[src/rtl/ex_div_ctrl.sv]
// Multi-cycle restoring divide sequencer for the EX stage (DIV/DIVU).
// One quotient bit per cycle; stalls the pipeline until the result is ready.
module ex_div_ctrl #(
  parameter int unsigned DATA_W = 32,
  parameter int unsigned CNT_W  = 6
) (
  input  logic                clk,
  input  logic                rst_n,
  input  logic                div_start_i,
  input  logic                signed_div_i,
  input  logic [DATA_W-1:0]   opdata1_i,
  input  logic [DATA_W-1:0]   opdata2_i,
  input  logic                annul_i,
  output logic [2*DATA_W-1:0] result_o,
  output logic                ready_o,
  output logic                stallreq_o
);

  typedef enum logic [1:0] {ST_IDLE, ST_BYZERO, ST_ON, ST_END} state_t;

  localparam logic [CNT_W-1:0] LAST_CNT = CNT_W'(DATA_W - 1);

  state_t            state_r, state_nxt;
  logic [CNT_W-1:0]  cnt_r;
  logic [DATA_W-1:0] rem_r;    // partial remainder
  logic [DATA_W-1:0] quo_r;    // dividend bits shifting out, quotient bits shifting in
  logic [DATA_W-1:0] dvs_r;    // |divisor|
  logic              neg_q_r;  // negate quotient at the end
  logic              neg_r_r;  // negate remainder at the end

  logic [DATA_W:0]   shifted, trial;
  logic [DATA_W-1:0] rem_nxt, quo_nxt, q_fix, r_fix;
  logic [DATA_W-1:0] abs1, abs2;

  assign stallreq_o = div_start_i & ~ready_o;

  // Operand magnitudes for the unsigned core.
  always_comb begin
    abs1 = (signed_div_i && opdata1_i[DATA_W-1]) ? -opdata1_i : opdata1_i;
    abs2 = (signed_div_i && opdata2_i[DATA_W-1]) ? -opdata2_i : opdata2_i;
  end

  // One restoring step plus the final sign correction.
  always_comb begin
    shifted = {rem_r, quo_r[DATA_W-1]};
    trial   = shifted - {1'b0, dvs_r};
    if (!trial[DATA_W]) begin
      rem_nxt = trial[DATA_W-1:0];
      quo_nxt = {quo_r[DATA_W-2:0], 1'b1};
    end else begin
      rem_nxt = shifted[DATA_W-1:0];
      quo_nxt = {quo_r[DATA_W-2:0], 1'b0};
    end
    q_fix = neg_q_r ? -quo_nxt : quo_nxt;
    r_fix = neg_r_r ? -rem_nxt : rem_nxt;
  end

  // State register.
  always_ff @(posedge clk) begin
    if (!rst_n) state_r <= ST_IDLE;
    else        state_r <= state_nxt;
  end

  // Next-state logic; annul beats start everywhere.
  always_comb begin
    state_nxt = state_r;
    if (annul_i) begin
      state_nxt = ST_IDLE;
    end else begin
      case (state_r)
        ST_IDLE:   if (div_start_i) state_nxt = (opdata2_i == '0) ? ST_BYZERO : ST_ON;
        ST_BYZERO: state_nxt = ST_END;
        ST_ON:     if (cnt_r == LAST_CNT) state_nxt = ST_END;
        ST_END:    if (!div_start_i) state_nxt = ST_IDLE;
        default:   state_nxt = ST_IDLE;
      endcase
    end
  end

  // Datapath and registered outputs.
  always_ff @(posedge clk) begin
    if (!rst_n) begin
      cnt_r    <= '0;
      rem_r    <= '0;
      quo_r    <= '0;
      dvs_r    <= '0;
      neg_q_r  <= 1'b0;
      neg_r_r  <= 1'b0;
      result_o <= '0;
      ready_o  <= 1'b0;
    end else if (annul_i) begin
      result_o <= '0;
      ready_o  <= 1'b0;
    end else begin
      case (state_r)
        ST_IDLE: begin
          result_o <= '0;
          ready_o  <= 1'b0;
          if (div_start_i && opdata2_i != '0) begin
            rem_r   <= '0;
            quo_r   <= abs1;
            dvs_r   <= abs2;
            neg_q_r <= signed_div_i & (opdata1_i[DATA_W-1] ^ opdata2_i[DATA_W-1]);
            neg_r_r <= signed_div_i & opdata1_i[DATA_W-1];
            cnt_r   <= '0;
          end
        end
        ST_BYZERO: begin
          result_o <= '0;
          ready_o  <= 1'b1;
        end
        ST_ON: begin
          rem_r <= rem_nxt;
          quo_r <= quo_nxt;
          cnt_r <= cnt_r + 1'b1;
          if (cnt_r == LAST_CNT) begin
            result_o <= {r_fix, q_fix};
            ready_o  <= 1'b1;
          end
        end
        ST_END: begin
          if (!div_start_i) begin
            result_o <= '0;
            ready_o  <= 1'b0;
          end
        end
        default: begin
          result_o <= '0;
          ready_o  <= 1'b0;
        end
      endcase
    end
  end

endmodule

[config.mk]
export PLATFORM = sky130hd
export DESIGN_NAME = ex_div_ctrl
export DESIGN_NICKNAME = d
export VERILOG_FILES = /design/src/rtl/ex_div_ctrl.sv
export SDC_FILE = /design/constraint.sdc
export NUM_CORES = 1
export LEC_CHECK = 0
export BUFFER_PORTS_ARGS = -buffer_cell sky130_fd_sc_hd__buf_2
export CAP_MARGIN = 40
export CORE_ASPECT_RATIO = 0.5
export CORE_MARGIN = 2
export CORE_UTILIZATION = 60
export CTS_CLUSTER_DIAMETER = 40
export DETAILED_ROUTE_END_ITERATION = 6
export GPL_ROUTABILITY_DRIVEN = 0
export PLACE_DENSITY = 0.85
export SETUP_SLACK_MARGIN = 0.05
export SLEW_MARGIN = 20
export SYNTH_ARGS = -nofsm -noshare
export SYNTH_HDL_FRONTEND = slang
export SYNTH_SLANG_ARGS = --single-unit
[constraint.sdc]
create_clock -name clk -period 5.5 [get_ports clk]
set_input_delay 0.275 -clock clk [delete_from_list [all_inputs] [get_ports clk]]
set_output_delay 0.275 -clock clk [all_outputs]
set_load 0.03 [all_outputs]
### Yosys cells after proc, flatten, opt, wreduce, memory -nomap -nowiden

Index checks and enable logic that the tools add are counted.

| operators by class | value |
|---|---|
| $add $sub $neg | 6 |
| equal/unequal tests | 8 |
| mux-type cells | 23 |
| bitwise logic cells | 7 |
| reductions and logical operators | 13 |

Operators by type and width:

| cell | count |
|---|---|
| 2-to-1 mux 32 bit | 7 |
| one-hot mux 64 bit (3 select lines) | 1 |
| 2-to-1 mux 64 bit | 2 |
| negator 32 bit | 4 |
| one-hot mux 32 bit (2 select lines) | 2 |
| subtractor 33 x 32 -> 33 bit | 1 |
| zero test 32 bit | 1 |
| nonzero test 32 bit | 1 |
| one-hot mux 6 bit (2 select lines) | 1 |
| AND reduction 3 bit | 3 |
| 2-to-1 mux 2 bit | 4 |
| != test 2 bit, second input constant | 4 |
| one-hot mux 2 bit (4 select lines) | 1 |
| adder 6 x 1 -> 6 bit, second input constant | 1 |
| equality test 6 x 5 -> 1 bit, second input constant | 1 |
| 2-to-1 mux 6 bit | 1 |
| equality test 2 bit, second input constant | 2 |
| one-hot mux 1 bit (4 select lines) | 1 |
| OR reduction 2 bit | 2 |
| AND 1 bit | 3 |
| logical AND 1 bit | 3 |
| 2-to-1 mux 1 bit | 3 |
| NOT 1 bit | 3 |
| equality test 2 x 1 -> 1 bit, second input constant | 1 |
| other kinds (4) | 4 |

| word-level totals | value |
|---|---|
| flip-flop bits (word level) | 171 |
| bits of input ports | 69 |
| output and inout port bits | 66 |
| logic and storage cells | 66 |

### Longest topological paths before layout

Gate-level depths: netlist of the first run.

| depth | value |
|---|---|
| word-level depth | 6 |
| mapped depth | 25 |
| depth with buffers taken out | 23 |

### Worst setup path after synthesis of the first run

Ideal clock, no wire load.

| timing path | value |
|---|---|
| kind | reg-to-reg |
| start | register quo_r[31] |
| end | register result_o[60] |
| library setup time | 126 ps |
| data arrival time | 4681 ps |
| data required time | 5374 ps |
| setup slack | 693 ps |
| cell stages (with the launch flop) | 25 |
| buffers on the path | 2 |
| period minus slack after synthesis | 4807 ps |
| cell sequence | dfxtp_1 > inv_1 > ha_1 > inv_1 > fa_1 > a211oi_4 > o211ai_2 > a221oi_4 > nor4_2 > nor3_2 > nor2_8 > inv_2 > buf_2 > buf_2 > o21ai_0 > inv_1 > ha_1 > nand2_1 > or4b_1 > nor3_1 > a31oi_1 > nand3b_1 > o31ai_1 > xnor2_1 > o21ai_1 |

| between the ends | value |
|---|---|
| longest elaborated chain between the ends | 6 |

Ends and longest elaborated chain:

| item | RTL line | RTL |
|---|---|---|
| start, declared | 26 | `logic [DATA_W-1:0] quo_r;` |
| start signal, assigned | 101 | `quo_r <= abs1;` |
| start signal, assigned | 114 | `quo_r <= quo_nxt;` |
| subtractor 33 x 32 -> 33 bit | 46 | `trial = shifted - {1'b0, dvs_r};` |
| 2-to-1 mux 32 bit * | 47 | `if (!trial[DATA_W]) begin` |
| negator 32 bit | 55 | `r_fix = neg_r_r ? -rem_nxt : rem_nxt;` |
| 2-to-1 mux 32 bit * | 55 |  |
| 2-to-1 mux 64 bit * | 116 | `if (cnt_r == LAST_CNT) begin` |
| one-hot mux 64 bit (3 select lines) * | 95 | `case (state_r)` |
| end signal, assigned | 117 | `result_o <= {r_fix, q_fix};` |
| end, declared | 14 | `output logic [2*DATA_W-1:0] result_o,` |

Every way passes the cells marked *; elsewhere a longest branch is shown, timed or not. The select of a mux whose other input is x is not followed.
A chain may end at the register's enable or synchronous reset.

### Final worst setup path of the first run

Same ends and word-level chain as after synthesis.

==> results of run 1 <==
-- worst max-delay path, delay by kind of cell, from the launching register on --
kind | cells | cell delay [ps]
xor+xnor | 1 | 150
buf+inv | 2 | 120
flops | 1 | 350
mux | 1 | 320
compound gates | 7 | 1810
fa+ha+maj | 3 | 910
simple gates | 6 | 1380
-- registers in the layout, summed over array words and instances (netlist names) --
signal	count
cnt_r	6
dvs_r	32
neg_q_r	1
neg_r_r	1
quo_r	32
ready_o	1
rem_r	32
result_o	64
state_r	2
-- cells in the mapped netlist (all sizes together) (18+ instances only) --
cell type,count,share of area [%]
dfxtp,171,29
nor2b,19,1.0
inv,56,1.8
nand3,37,1.6
and2,29,1.5
xor2,62,4.6
nand4,18,1.0
clkbuf,69,2.2
xnor2,79,5.8
a21oi,74,3.1
nand2,295,9.3
o31ai,25,1.7
o211a,31,2.6
o21ai,153,6.4
nor3,36,1.6
a22oi,43,2.7
nor2,103,3.4
a21boi,36,2.3
ha,41,4.3
buf,26,1.1
-- layout make-up --
| type | instances | area (um2) |
|---|---|---|
| tap | 266 | 333 |
| multi-input combinational | 1270 | 7920 |
| clock inverter | 14 | 181 |
| fill | 1587 | 6110 |
| timing repair buffer | 154 | 826 |
| sequential | 171 | 3420 |
| inverter | 57 | 214 |
| antenna | 2 | 5.00 |
| clock buffer | 18 | 439 |
-- stage by stage --
step                utilization, %  cell area [um2]  power [mW]  std cells  setup WS (ps)
floorplan                        -            11900        1.87       1593            693
global placement              65.2            12700        2.04       1915            574
detailed placement            65.3            12700        2.07       1917            441
CTS                           68.5            13300        3.34       1949            422
global route                  68.6            13300        3.49       1950            110
finish                        68.6            13300        3.36       1952            349
-- how the worst max path moves through the flow --
stage,cells after the start,startpoint,slack [ps],end
CTS,20,quo_r[31],420,result_o[60]
global route,20,quo_r[31],110,result_o[56]
finish,20,quo_r[31],350,result_o[60]
floorplan,24,quo_r[31],690,result_o[60]
global placement,20,quo_r[31],570,result_o[60]
detailed placement,20,quo_r[31],440,result_o[60]
-- kinds of logic after synthesis --
group                    after synthesis  share of synthesized area, %
XOR/XNOR                             141                          10.3
buffers and inverters                152                          5.12
multiplexers                          17                          1.45
AND/OR/NAND/NOR                      613                          23.8
flip-flops                           171                          28.7
adder cells (fa/ha/maj)               42                          4.47
AO/OA/AOI/OAI                        457                          26.1
-- metal layers --
layer  up-vias  part of all wire (%)  global-route usage [%]
li1       5762                     -                       -
met2       636                    45                    51.8
met4         0                   2.9                    14.2
met3        98                    11                    6.95
met1      5611                    42                    43.3
met5         -                     0                       0
-- power groups by stage --
stage                     clock, mW  sequential [mW]  combinational (mW)
final                          1.29             1.31               0.757
after global placement            0             1.34               0.702
after CTS                      1.29             1.31               0.737
after floorplan                   0             1.33               0.538
after detailed placement          0             1.34               0.726
after global routing           1.34             1.32               0.826
==> results.md, run 1 <==
Critical path
* result_o[60] — endpoint of the lowest-slack register-to-register path
* 350 ps — setup slack of the worst register-to-register path
* flop — Worst setup SP type
* or4b_1 — slowest library cell on the worst path
* 20 — r2r worst-path depth
* 5480 ps — critical path data arrival time
* 480 ps — CP max stage delay
* flop — Worst Setup End Kind
* 11 — largest driver fanout on the critical path
* inv_1 -> ha_1 -> inv_1 -> fa_1 -> a211oi_4 -> o211ai_2 -> a221oi_4 -> nor4_2 -> o21a_2 -> nor2_8 -> mux2i_1 -> ha_1 -> nand2_1 -> or4b_1 -> nor3_1 -> a31oi_1 -> nand3b_1 -> o31ai_1 -> xnor2_1 -> o21ai_1 — CP cell instances
* quo_r[31] — worst r2r src
* flop to flop — critical path type
* 5820 ps — Worst EP required

Power and ir drop
* 5.59 nW — Static Leakage
* 31.9% — sw frac
* 252 mW/mm2 — power density over the cells
* 184 uV — peak ir drop on the vdd network
* 39.1% — fraction of power consumed by sequential logic
* 1.07 mW — P_sw
* 2.29 mW — internal power
* 38.4% — share of power burned in the clock network
* 22.6% — part of the total power dissipated in combinational logic

Logic synthesis
* 85 — count of distinct cell types in the synthesized netlist
* 0 — yosys warns
* 7.49 um2 — mean post-synth cell area
* 171 — Seq cells post-synth
* 28.7% — register area share after synthesis
* 0 — number of synthesized flops with an enable pin
* 1593 — synthesized instance count
* dfxtp_1 — dominant synthesized flop cell
* 0% — share of synthesized registers carrying an async set or reset
* 0.0119 mm2 — synthesized area
* 1704 — net count after synthesis

Finish
* 13.1% — layout cells sized above 1
* 294 x nand2_1, 171 x dfxtp_1, 137 x o21ai_0, 135 x buf_2, 100 x nor2_1 — leading cell types in the layout, fill and taps excluded
* 11.8% — area added between synthesis and finish
* 1782 — Layout Nets
* nand2_1 — most frequent standard cell in the layout excluding fill and tap cells

Clock tree
* 0 — post_cts resized
* 171 — clock net sink count
* 70 ps — clock edge transition at the registers on the reported setup and hold paths
* 17 — number of CTS-inserted buffers
* 4 — number of H-tree levels
* clkbuf_16 — Root Driver
* done — TritonCTS clock tree
* 440 ps — insertion delay to the later sink of the worst-skew pair
* 0 — number of buffers inserted by hold repair at cts
* 0 — post-CTS setup buffer count
* 2 — CTS max path bufs

Timing
* 0 — final number of hold-violating endpoints
* 12.1 ps — Final Skew
* 0 ps — TNS Setup
* 0 — Final Max Tran Viols
* 206 ps — worst slack on hold paths
* 5150 ps — clock period minus worst slack
* no — RSZ-0062 raised after global routing
* 93.7% — portion of the clock cycle consumed by the worst path in the final layout
* 0 — number of endpoints failing setup at the final stage
* 0.194 GHz — Fmax achieved
* 30.4% — Slew HR
* 1040 ps — transition time at the pin with the least slew margin

Floorplanning
* 203 um — die boundary width
* 0.0211 mm2 — area of the die
* 0.0195 mm2 — area of the placeable core
* 104 um — floorplan die height
* 61.3% — Initial Utilization
* 36 — placement row count
* 135 — Top Ports

Status
* complete, no violations — run status

Placed design
* 134 — # port buffers
* 25.2 mm — post-detail-place hpwl

Routing
* 35.1 mm — total length of routed wires
* 0 — Routed Antenna Nets
* 18.0 um — wire length per cell
* 1324 — starting DRC count in detailed routing
* 6 — length of the first detailed-routing pass in iterations
* 12.1k — vias after detailed routing
* 0 — remaining design rule violation count
* 6.20 — via count normalized by instance count

Hold path
* 3 — hold-critical path depth
* neg_q_r — destination of the worst hold path
* signed_div_i — launch point of the worst hold path
* primary input to flop — worst min-delay path class

Global route
* 89 — largest net degree at the start of global routing
* 32.8% — All-Layer GR Usage
* 56.3 mm — global-route wire length before repair
* 0 — number of antenna violations at the first check in global routing
* 11.4k — vias in the first global route
* 0 — grt total ovfl

Run
* 0 — max_cap viols

(Power assumes the default switching activity.)
==> run 2, diff against run 1 <==
Settings changed: CAP_MARGIN 40 to unset, CORE_UTILIZATION 60 to 49, PLACE_DENSITY 0.85 to 0.72.
==> results.md, run 2 (synthesized netlist as in run 1, its figures left out) <==
Status
* complete, no violations — run status

Placed design
* 134 — # port buffers
* 24.9 mm — post-detail-place hpwl

Global route
* 10.3k — vias in the first global route
* 0 — grt total ovfl
* 26.6% — All-Layer GR Usage
* 1 — number of antenna violations at the first check in global routing
* 54.6 mm — global-route wire length before repair
* 103 — largest net degree at the start of global routing

Timing
* 1080 ps — transition time at the pin with the least slew margin
* 27.6% — Slew HR
* 0 — final number of hold-violating endpoints
* 0 — Final Max Tran Viols
* 0.197 GHz — Fmax achieved
* 11.5 ps — Final Skew
* 0 ps — TNS Setup
* 0 — number of endpoints failing setup at the final stage
* 92.3% — portion of the clock cycle consumed by the worst path in the final layout
* 5080 ps — clock period minus worst slack
* no — RSZ-0062 raised after global routing

Routing
* 5.79 — via count normalized by instance count
* 17.0 um — wire length per cell
* 34.0 mm — total length of routed wires
* 995 — starting DRC count in detailed routing
* 11.6k — vias after detailed routing
* 0 — Routed Antenna Nets
* 5 — length of the first detailed-routing pass in iterations
* 0 — remaining design rule violation count

Floorplanning
* 0.0257 mm2 — area of the die
* 40 — placement row count
* 49.8% — Initial Utilization
* 114 um — floorplan die height
* 0.0240 mm2 — area of the placeable core
* 135 — Top Ports
* 225 um — die boundary width

Hold path
* primary input to flop — worst min-delay path class

Finish
* 1785 — Layout Nets
* 294 x nand2_1, 171 x dfxtp_1, 137 x o21ai_0, 136 x buf_2, 100 x nor2_1 — leading cell types in the layout, fill and taps excluded
* 13.2% — layout cells sized above 1
* nand2_1 — most frequent standard cell in the layout excluding fill and tap cells
* 11.9% — area added between synthesis and finish
* 64 — number of flip-flops under the largest register name
* 2229 — number of fill cells in the layout
* result_o — largest reg by FF count

Power and ir drop
* 242 mW/mm2 — power density over the cells
* 3.24 mW — total power consumption of the routed design
* 253 uV — peak ir drop on the vdd network
* 5.56 nW — Static Leakage

Critical path
* 5820 ps — Worst EP required
* flop to flop — critical path type
* 5400 ps — critical path data arrival time
* 12 — largest driver fanout on the critical path
* flop — Worst setup SP type
* flop — Worst Setup End Kind

Clock tree
* 440 ps — insertion delay to the later sink of the worst-skew pair
* done — TritonCTS clock tree
* 17 — number of CTS-inserted buffers
* 171 — clock net sink count
* 70 ps — clock edge transition at the registers on the reported setup and hold paths
* 0 — post_cts resized
* clkbuf_16 — Root Driver
* 2 — CTS max path bufs
* 4 — number of H-tree levels

Run
* 0 — max_cap viols

## run 2: layer usage
metal | GRT usage, % | vias to the layer above | share of wire (%)
li1 | - | 5769 | -
met1 | 38.0 | 5403 | 48
met2 | 40.9 | 384 | 43
met3 | 5.59 | 33 | 7.8
met4 | 6.67 | 0 | 1.4
met5 | 0 | - | 0
## run 2: area by class of cell
type	instances	area, um2	area share (%)
Multi-Input combinational cell	1270	7920	59.3
Clock inverter	13	105	0.787
Inverter	57	214	1.60
Tap cell	315	394	2.95
Timing Repair Buffer	157	838	6.28
Antenna cell	1	2.50	0.0187
Sequential cell	171	3420	25.6
Clock buffer	19	453	3.39
## run 2: path summary, 6_finish.rpt
kind	start	endpoint	slack (ps)	cells past startpoint
setup / recovery	quo_r[31]	result_o[60]	420	23
hold / removal	opdata2_i[0]	dvs_r[0]	180	3
setup reg to reg	quo_r[31]	result_o[60]	420	23
hold reg to reg	result_o[61]	result_o[61]	450	2
## run 2: metrics by stage
step | util (%) | setup slack, ps | instances | hold WS, ps | cell area, um2
2_1_floorplan | - | 693 | 1593 | 420 | 11900
3_3_place_gp | 53.3 | 553 | 1966 | 432 | 12800
3_5_place_dp | 53.3 | 456 | 1968 | 437 | 12800
4_1_cts | 55.6 | 433 | 2000 | 165 | 13300
5_1_grt | 55.7 | 74.5 | 2003 | 192 | 13400
6_report | 55.7 | 423 | 2003 | 183 | 13400
## run 2: what timing repair did
action | 4_1_cts | 5_1_grt
setup endpoints to repair | 0 | 1
hold buffers | 0 | 0
setup buffers | 0 | 2
## run 2: report_power, final
part / total (mW) / internal [mW] / leakage (nW) / switching, mW
Sequential: 1.31 / 1.28 / 1.39 / 0.0393
Combinational: 0.747 / 0.276 / 3.91 / 0.470
Clock: 1.18 / 0.614 / 0.270 / 0.563
Total: 3.24 / 2.17 / 5.56 / 1.07
## run 2: worst max-delay path: stages, from the launching register on
cell      delay, ps
dfxtp_1         340
inv_1            70
ha_1            160
inv_1            50
fa_1            460
a211oi_4        340
o211ai_2        170
a221oi_4        410
nor4_2          120
o21a_2          320
nor2_8          160
inv_2           110
nand2_1          80
o21ai_0         130
inv_1            90
ha_1            240
nand2_1          60
or4b_1          460
nor3_1          140
a31oi_1         150
nand3b_1        300
o31ai_1         350
xnor2_1         160
o21ai_1          70
==> run 3, diff against run 2 <==
Settings changed: ABC_AREA set to 1, PLACE_DENSITY 0.72 to 0.74.
Clock period 5.5 ns to 4.3 ns, I/O delays scaled along.
==> results.md, run 3 <==
Status
* complete, no violations — run status

Critical path
* flop — Worst Setup End Kind
* inv_1 -> ha_1 -> nand2_2 -> inv_1 -> a21oi_2 -> nand2_1 -> a21oi_2 -> nand3_2 -> nand2_4 -> buf_12 -> nand2_1 -> o21ai_2 -> nand2_1 -> nor2_1 -> nand2_1 -> nor2_2 -> nand2_1 -> nand2_1 -> nand2_1 -> nand3_1 -> a21oi_1 — CP cell instances
* 34 — largest driver fanout on the critical path
* ha_1 — slowest library cell on the worst path
* dvs_r[23] — Setup crit start
* result_o[61] — endpoint of the lowest-slack register-to-register path
* 4610 ps — Worst EP required
* flop to flop — critical path type
* 4130 ps — critical path data arrival time
* dvs_r[23] — worst r2r src
* 21 — r2r worst-path depth
* result_o[61] — critical path endpoint
* 360 ps — CP max stage delay
* flop — Worst setup SP type
* nand2_1 — most numerous cell on the critical path
* 480 ps — setup slack of the worst register-to-register path

Clock tree
* 0 — post-CTS setup buffer count
* 70 ps — clock edge transition at the registers on the reported setup and hold paths
* 171 — clock net sink count
* 4 — number of H-tree levels
* 2 — CTS max path bufs
* 0 — number of buffers inserted by hold repair at cts
* clkbuf_16 — Root Driver
* done — TritonCTS clock tree
* 450 ps — insertion delay to the later sink of the worst-skew pair
* 17 — number of CTS-inserted buffers

Logic synthesis
* 2193 — net count after synthesis
* 0% — share of synthesized registers carrying an async set or reset
* 27.0% — share of the synthesized area in the top cell type
* nand2_1 — most common cell in the synthesized netlist
* 0.0127 mm2 — synthesized area
* 27.0% — register area share after synthesis
* dfxtp_1 27%, nand2_1 19%, a21oi_1 7.9%, inv_1 6.5%, nand3_1 5.8% — leading post-synthesis cells by cell area
* 0 — number of synthesized flops with an enable pin
* 6.09 um2 — mean post-synth cell area
* 171 — Seq cells post-synth
* dfxtp_1 — dominant synthesized flop cell
* 54 — count of distinct cell types in the synthesized netlist
* 0 — yosys warns
* 646 x nand2_1, 221 x inv_1, 200 x a21oi_1, 196 x nor2_1, 171 x dfxtp_1 — Synth top cells by count
* dfxtp_1 — leading area contributor after synthesis
* 2082 — synthesized instance count

Timing
* 0.262 GHz — Fmax achieved
* 31.3% — Slew HR
* 0 ps — TNS Setup
* no — RSZ-0062 raised after global routing
* 88.9% — portion of the clock cycle consumed by the worst path in the final layout
* 0 — number of endpoints failing setup at the final stage
* 0 — final number of hold-violating endpoints
* 0 — Final Max Tran Viols
* 1020 ps — transition time at the pin with the least slew margin
* 3820 ps — clock period minus worst slack
* 10.5 ps — Final Skew

Routing
* 14.2 um — wire length per cell
* 35.9 mm — total length of routed wires
* 1138 — starting DRC count in detailed routing
* 5.34 — via count normalized by instance count
* 0 — remaining design rule violation count
* 13.5k — vias after detailed routing
* 6 — length of the first detailed-routing pass in iterations
* 0 — Routed Antenna Nets

Finish
* 12.1% — layout cells sized above 1
* nand2_1 — most frequent standard cell in the layout excluding fill and tap cells
* 645 x nand2_1, 218 x inv_1, 200 x a21oi_1, 195 x nor2_1, 171 x dfxtp_1 — leading cell types in the layout, fill and taps excluded
* result_o — largest reg by FF count
* 64 — number of flip-flops under the largest register name
* 11.5% — area added between synthesis and finish
* 55.9% — post-layout util
* 0.0141 mm2 — summed area of non-filler cells in the final layout
* 0 — antenna diode instance count
* 2281 — Layout Nets

Hold path
* primary input to flop — worst min-delay path class

Placed design
* 0.0135 mm2 — cell area reported after detailed placement
* 27.5 mm — post-detail-place hpwl
* 134 — # port buffers

Floorplanning
* 135 — Top Ports
* 231 um — die boundary width
* 41 — placement row count
* 0.0272 mm2 — area of the die
* 118 um — floorplan die height
* 0.0253 mm2 — area of the placeable core
* 50.1% — Initial Utilization

Global route
* 66 — largest net degree at the start of global routing
* 0 — number of antenna violations at the first check in global routing
* 0 — grt total ovfl
* 26.7% — All-Layer GR Usage
* 12.3k — vias in the first global route
* 59.2 mm — global-route wire length before repair

Power and ir drop
* 224 uV — peak ir drop on the vdd network
* 303 mW/mm2 — power density over the cells
* 6.82 nW — Static Leakage

Run
* 0 — max_cap viols

[run 3: per-stage QoR]
step / worst slack (ps) / hold slack [ps] / cells / total power, mW
2_1_floorplan: 264 / 376 / 2082 / 2.46
5_1_grt: 68.4 / 85.1 / 2526 / 4.50
4_1_cts: 68.1 / 54.9 / 2526 / 4.27
6_report: 478 / 71.9 / 2526 / 4.28
3_5_place_dp: 97.3 / 452 / 2495 / 2.72
3_3_place_gp: 203 / 452 / 2495 / 2.71
[run 3: per-layer routing]
layer | vias up | part of all wire (%) | global-route usage (%)
met5 | - | 0 | 0
met4 | 0 | 2.3 | 8.51
met3 | 54 | 6.8 | 5.57
met2 | 369 | 46 | 43.9
met1 | 6139 | 45 | 34.8
li1 | 6931 | - | -
[run 3: power by group]
group	internal (mW)	switching (mW)	total [mW]	leakage [nW]
clock	0.888	0.683	1.57	0.286
combinational	0.335	0.692	1.03	5.15
sequential	1.64	0.0501	1.69	1.39
total	2.86	1.43	4.28	6.82
[run 3: cell type report]
class,instances,area [um2]
Sequential cell,171,3420
Timing Repair Buffer,149,800
Multi-Input combinational cell,1603,8030
Clock inverter,12,138
Tap cell,344,430
Fill cell,2585,11200
Clock buffer,19,453
Inverter,228,856
[run 3: kinds of logic (layout without fill, tap and decap cells)]
logic type | after synthesis | count (layout) | share of synthesized area (%)
buffers and inverters | 308 | 408 | 10.1
DFF | 171 | 171 | 27.0
xor gates and xnor gates | 71 | 71 | 4.91
AOI/OAI and AO/OA | 371 | 371 | 16.1
and+or+nand+nor | 1119 | 1119 | 37.7
adders and majority gates | 42 | 42 | 4.20
[run 3: worst max-delay path, delay by kind of cell (launching register included)]
kind	cells	cell delay (ps)
AOI/OAI and AO/OA	4	690
adders and majority gates	1	360
buffers and inverters	3	340
DFF	1	340
and+or+nand+nor	13	1940
[run 3: how the worst min path moves through the flow]
stage,end,depth (start not counted),from
floorplan,dvs_r[1],2,opdata2_i[1]
finish,dvs_r[30],3,opdata2_i[30]
global route,dvs_r[1],3,opdata2_i[1]
global placement,result_o[42],2,result_o[42]
CTS,dvs_r[30],3,opdata2_i[30]
detailed placement,result_o[42],2,result_o[42]
[run 3: what timing repair did]
action / 4_1_cts / 5_1_grt
resized for setup: 0 / 10
endpoints found under the setup margin: 0 / 20
hold endpoints to repair: 0 / 0
